### config.mk
export PLATFORM = sky130hd
export DESIGN_NAME = block_extract66
export DESIGN_NICKNAME = d
export VERILOG_FILES = /design/src/rtl/rx_pkg.sv /design/src/rtl/hdr_lock_fsm.sv /design/src/rtl/block_extract66.sv
export SDC_FILE = /design/constraint.sdc
export NUM_CORES = 1
export LEC_CHECK = 0
export CORE_MARGIN = 4
export CORE_UTILIZATION = 48
export CTS_CLUSTER_DIAMETER = 80
export DETAILED_ROUTE_END_ITERATION = 10
export PLACE_DENSITY_LB_ADDON = 0.08
export SYNTH_ARGS = -nofsm -noshare
export SYNTH_HDL_FRONTEND = slang
export SYNTH_SLANG_ARGS = --single-unit
### constraint.sdc
create_clock -name clk_i -period 5.2 [get_ports clk_i]
set_input_delay 1.04 -clock clk_i [delete_from_list [all_inputs] [get_ports clk_i]]
set_output_delay 1.04 -clock clk_i [all_outputs]
set_load 0.005 [all_outputs]
### src/rtl/rx_pkg.sv
// Shared RX recovery definitions: buffer geometry, sync header codes, lock states.
package rx_pkg;

  localparam int unsigned BUF_W    = 194;
  localparam int unsigned BLOCK_W  = 66;
  localparam int unsigned OFFSET_W = 7;
  localparam int unsigned DATA_W   = 64;

  localparam logic [1:0] HDR_DATA   = 2'b01;
  localparam logic [1:0] HDR_CTRL   = 2'b10;
  localparam logic [5:0] GBOX_PAUSE = 6'd32;

  typedef enum logic {HUNT, LOCKED} lock_state_t;

  // A sync header is good only when its two bits differ.
  function automatic logic hdr_is_good(input logic [1:0] hdr);
    return (hdr == HDR_DATA) || (hdr == HDR_CTRL);
  endfunction

endpackage

### src/rtl/hdr_lock_fsm.sv
// Header-lock state machine: counts good headers in HUNT, monitors header
// errors per window in LOCKED, and signals re-alignment when errors pile up.
module hdr_lock_fsm
  import rx_pkg::*;
#(
  parameter int unsigned GOOD_CNT = 64,
  parameter int unsigned WINDOW   = 1024,
  parameter int unsigned BAD_MAX  = 16
) (
  input  logic clk_i,
  input  logic rst_n_i,
  input  logic valid_i,
  input  logic hdr_ok_i,
  input  logic offset_changed_i,
  output logic locked_o,
  output logic relock_o
);

  localparam int unsigned GW = $clog2(GOOD_CNT + 1);
  localparam int unsigned WW = (WINDOW > 1) ? $clog2(WINDOW) : 1;
  localparam int unsigned BW = $clog2(BAD_MAX + 1);

  lock_state_t   state_q, state_d;
  logic [GW-1:0] good_q, good_d;
  logic [WW-1:0] win_q, win_d;
  logic [BW-1:0] bad_q, bad_d;
  logic          relock_q, relock_d;

  logic [GW-1:0] good_base;
  logic [BW-1:0] bad_base;
  logic          win_wrap;

  // State and counter registers.
  always_ff @(posedge clk_i) begin
    if (!rst_n_i) begin
      state_q  <= HUNT;
      good_q   <= '0;
      win_q    <= '0;
      bad_q    <= '0;
      relock_q <= 1'b0;
    end else begin
      state_q  <= state_d;
      good_q   <= good_d;
      win_q    <= win_d;
      bad_q    <= bad_d;
      relock_q <= relock_d;
    end
  end

  // Next-state and counter updates, applied only on valid blocks.
  always_comb begin
    state_d   = state_q;
    good_d    = good_q;
    win_d     = win_q;
    bad_d     = bad_q;
    relock_d  = 1'b0;
    good_base = offset_changed_i ? '0 : good_q;
    win_wrap  = (win_q == WW'(WINDOW - 1));
    bad_base  = win_wrap ? '0 : bad_q;
    if (valid_i) begin
      unique case (state_q)
        HUNT: begin
          // An offset change restarts the count, but this block's header still counts.
          good_d = hdr_ok_i ? good_base + GW'(1) : '0;
          if (hdr_ok_i && (good_base + GW'(1) == GW'(GOOD_CNT))) begin
            state_d = LOCKED;
            good_d  = '0;
            win_d   = '0;
            bad_d   = '0;
          end
        end
        LOCKED: begin
          if (offset_changed_i) begin
            state_d = HUNT;
            good_d  = hdr_ok_i ? GW'(1) : '0;
          end else begin
            win_d = win_wrap ? '0 : win_q + WW'(1);
            bad_d = bad_base + BW'(!hdr_ok_i);
            if (bad_base + BW'(!hdr_ok_i) == BW'(BAD_MAX)) begin
              state_d  = HUNT;
              relock_d = 1'b1;
              good_d   = '0;
            end
          end
        end
        default: state_d = HUNT;
      endcase
    end
  end

  // Outputs derived from registered state.
  always_comb begin
    locked_o = (state_q == LOCKED);
    relock_o = relock_q;
  end

endmodule

### src/rtl/block_extract66.sv
// Slices one 66-bit block per valid gearbox buffer, splits header/payload,
// checks the header and drives the header-lock state machine.
module block_extract66
  import rx_pkg::*;
#(
  parameter int unsigned GOOD_CNT = 64,
  parameter int unsigned WINDOW   = 1024,
  parameter int unsigned BAD_MAX  = 16
) (
  input  logic         clk_i,
  input  logic         rst_n_i,
  input  logic         buffer_dv_i,
  input  logic [193:0] gbox_buffer_i,
  input  logic [5:0]   gbox_cnt_i,
  input  logic [6:0]   block_offset_i,
  output logic [63:0]  data_o,
  output logic [1:0]   header_o,
  output logic         data_dv_o,
  output logic         hdr_err_o,
  output logic         locked_o,
  output logic         relock_o
);

  logic [BLOCK_W-1:0]  slice;
  logic [7:0]          slice_lsb;
  logic                blk_valid;
  logic                hdr_ok;
  logic                offset_changed;

  logic [DATA_W-1:0]   data_q, data_d;
  logic [1:0]          hdr_q, hdr_d;
  logic                dv_q, dv_d;
  logic                err_q, err_d;
  logic [OFFSET_W-1:0] offset_q, offset_d;

  // Block selection and per-block strobes.
  always_comb begin
    slice_lsb      = 8'(block_offset_i);
    slice          = gbox_buffer_i[slice_lsb +: BLOCK_W];
    blk_valid      = buffer_dv_i && (gbox_cnt_i != GBOX_PAUSE);
    hdr_ok         = hdr_is_good(slice[BLOCK_W-1 -: 2]);
    offset_changed = (block_offset_i != offset_q);
  end

  // Output and offset-latch next values; payload/header hold between blocks.
  always_comb begin
    data_d   = data_q;
    hdr_d    = hdr_q;
    offset_d = offset_q;
    dv_d     = blk_valid;
    err_d    = blk_valid && !hdr_ok;
    if (blk_valid) begin
      data_d   = slice[DATA_W-1:0];
      hdr_d    = slice[BLOCK_W-1 -: 2];
      offset_d = block_offset_i;
    end
  end

  // Output registers and offset latch.
  always_ff @(posedge clk_i) begin
    if (!rst_n_i) begin
      data_q   <= '0;
      hdr_q    <= '0;
      dv_q     <= 1'b0;
      err_q    <= 1'b0;
      offset_q <= '0;
    end else begin
      data_q   <= data_d;
      hdr_q    <= hdr_d;
      dv_q     <= dv_d;
      err_q    <= err_d;
      offset_q <= offset_d;
    end
  end

  hdr_lock_fsm #(
    .GOOD_CNT (GOOD_CNT),
    .WINDOW   (WINDOW),
    .BAD_MAX  (BAD_MAX)
  ) u_hdr_lock_fsm (
    .clk_i            (clk_i),
    .rst_n_i          (rst_n_i),
    .valid_i          (blk_valid),
    .hdr_ok_i         (hdr_ok),
    .offset_changed_i (offset_changed),
    .locked_o         (locked_o),
    .relock_o         (relock_o)
  );

  assign data_o    = data_q;
  assign header_o  = hdr_q;
  assign data_dv_o = dv_q;
  assign hdr_err_o = err_q;

endmodule

==> summary.txt, run 1 <==
Yosys
  – Avg Synthesized Cell Area: 9.33 sq um
  – Flops & latches, synth: 99
  – Top-area cell type share of the netlist area: 35.4%
  – Simple-Gate Fraction of Synth Area: 15.0%
  – Compound-Gate Fraction of Synth Area: 11.1%
  – Ys Warns: 0
  – Sequential share of the synthesized area: 11.4%
  – Number of synthesized flops with an enable pin: 0
  – Largest family of logic cells by synthesized area: multiplexers
  – Fraction of synthesized area in multiplexers: 56.2%
  – Mapped cell area: 17,300 sq um
  – Syn nets: 2,071
  – Cell accounting for the most synthesized area: mux4_2
  – Synthesized instance count: 1,856
  – Adder-Cell Fraction of Synth Area: 0.361%
  – Synth area leaders: mux4_2, dfxtp_1, mux2i_1
  – Synth cell types: 61
  – Synth Flop Type: dfxtp_1
  – FFs w/ async S/R, synth: 0%
  – Xor-xnor portion of the synthesized cell area: 0.816%

Clock tree
  – Clock sinks: 99
  – CTS tree: built
  – CTS Buf Count: 9
  – Worst-path clk slew: 80 ps
  – # Post-CTS Setup Buffers: 0
  – H-Tree Depth: 3
  – Worst skew pair latency: 350 ps
  – Gates resized, CTS repair: 0
  – Cts-stage hold buffer count: 0
  – Longest Clk Path Bufs: 2
  – CTS root buf: clkbuf_16

Timing
  – RSZ-0062 raised after global routing: false
  – Worst-margin pin slew: 1100 ps
  – Final TNS setup: 0 ps
  – Tcrit/Tclk final: 97.0%
  – Fin Clk Skew: 4.26 ps
  – Max Transition Viols Final: 0
  – Tmin final: 5040 ps
  – Final Hold Vio Count: 0
  – Slew headroom: 27.0%
  – Setup violations, final: 0
  – Max Clk Rate: 198 MHz

Floorplan
  – Die Width: 198 um
  – Die H: 198 um
  – Top Ports: 280
  – Die ar.: 39,200 sq um
  – Site Rows: 69
  – Initial Utilization: 48.7%
  – Core area: 35,600 sq um

Layout
  – Final nets: 2,306
  – Filler cells: 3,186
  – ANT cells: 0
  – Share of cells above drive strength 1: 29.3%
  – Area delta synth->final: 22.9%
  – Storage cell area: 1980 sq um
  – Commonest cells after routing, fill and taps aside: nor2_1, mux4_2, clkdlybuf4s50_1
  – Multi-input gate area: 14,500 sq um
  – Fin util: 59.8%
  – Most common cell after layout, fill and taps aside: nor2_1

Critical path
  – Crit. End Element: flip-flop
  – CP max FO: 7
  – Startpoint Class: input pin
  – Critical Path AT: 5290 ps
  – CP Data Required Time: 5450 ps
  – Setup Crit Path Kind: input pin to flip-flop

Global route
  – Vias in the first global route: 16,000
  – Tot GR Track Use: 32.7%
  – Initial antenna violation count: 0
  – Aggregate global routing overflow: 0
  – Largest net degree at the start of global routing: 87
  – First-pass GRT wire length: 98,100 um

Detailed routing
  – DR DRC count: 0
  – Vias: 17,100
  – Vias per std cell: 6.71
  – Final WL: 66,000 um
  – First-pass DRT Iterations: 7
  – Initial detailed-routing violation count: 2,191
  – Final ANT Viol Nets: 0
  – Routed len/inst: 25.8 um

Pwr
  – Worst IR Drop VDD: 281 uV
  – Pwr dens: 182 nW/um^2
  – Pleak: 7.99 nW

Run status
  – Outcome: finished, final reports clean

Placed design
  – DP HPWL: 53,800 um
  – Gpl congestion: 1.02
  – Port Buffers: 278

Run
  – Max-Cap Viols: 0

Worst hold path
  – HP Class: flip-flop to flip-flop
[stage by stage]
stage / worst slack, ps / total power [mW] / hold slack (ps) / area, sq um / cells
floorplan: 334 / 2.24 / 444 / 17300 / 1856
global placement: -67.7 / 3.14 / 452 / 21000 / 2541
detailed placement: -114 / 3.16 / 453 / 21000 / 2541
CTS: 231 / 3.83 / 463 / 21300 / 2557
global route: 6.28 / 4.05 / 488 / 21300 / 2557
finish: 156 / 3.87 / 463 / 21300 / 2557
[flip-flops by register name, indices dropped and copies added, names as in the netlist]
signal,flops
data_o,64
u_hdr_lock_fsm.win_q,10
u_hdr_lock_fsm.relock_o,1
u_hdr_lock_fsm.good_q,7
header_o,2
hdr_err_o,1
u_hdr_lock_fsm.locked_o,1
data_dv_o,1
offset_q,7
u_hdr_lock_fsm.bad_q,5
[power breakdown]
part | total, mW | internal [mW] | switching, mW
logic | 2.36 | 1.12 | 1.24
registers | 0.846 | 0.813 | 0.0331
clock network | 0.663 | 0.339 | 0.324
[worst max-delay path, cell delays in order]
cell	delay [ps]
clkdlybuf4s50_1	470
mux2_2	300
mux4_2	470
mux4_2	540
a22oi_1	200
nand3_1	200
buf_6	210
xnor2_4	150
ha_1	190
ha_1	170
nand3_1	110
xor2_1	180
nor4_2	280
nand2_1	130
a21o_4	270
and3_1	180
a31o_1	180
[kinds of logic after synthesis]
group           count (synthesis)
compound gates                298
xor+xnor                       14
fa+ha+maj                       5
buf+inv                       205
flops                          99
mux                           612
simple gates                  623
[layout make-up]
type | instances | share of cell area, %
clock buffers | 9 | 1.06
clock inverters | 7 | 0.323
inverters | 6 | 0.141
multi-input cells | 1552 | 68.0
flip-flops and latches | 99 | 9.31
well taps | 461 | 2.71
repair buffers | 423 | 18.4
[layer usage]
layer	global-route usage [%]	vias to the layer above	routed length, um
met5	0	-	0
met4	12.8	0	2880
met3	5.04	109	6700
met2	48.1	1007	28700
met1	48.5	8396	27700
li1	-	7637	-
[path summary, 6_finish.rpt]
check	start	end	slack, ps	cells past startpoint
setup / recovery	gbox_buffer_i[68]	u_hdr_lock_fsm.good_q[3]	160	17
hold / removal	data_o[45]	data_o[45]	460	2
setup reg to reg	u_hdr_lock_fsm.win_q[0]	u_hdr_lock_fsm.good_q[3]	1770	15
hold reg to reg	data_o[45]	data_o[45]	460	2
[Yosys cell counts, drive strengths merged (6+ instances only)]
| library cell | n |
|---|---|
| mux2 | 157 |
| mux2i | 183 |
| xor2 | 7 |
| and3 | 8 |
| a21oi | 48 |
| nor2b | 15 |
| and2 | 10 |
| o211ai | 19 |
| nand2 | 153 |
| nor2 | 354 |
| nand2b | 12 |
| buf | 94 |
| o21ai | 100 |
| mux4 | 272 |
| a211oi | 61 |
| xnor2 | 7 |
| a31oi | 12 |
| nor3 | 29 |
| a22oi | 7 |
| o311a | 12 |
| inv | 6 |
| dfxtp | 99 |
| clkbuf | 105 |
| nand3 | 19 |
No activity file was read; power rests on OpenSTA's default activity.
==> run 2: changes to the inputs <==
- GPL_ROUTABILITY_DRIVEN: not set -> 1
==> results of run 2 <==
Same layout as run 1: the final DEF is identical, and so are final timing and power.
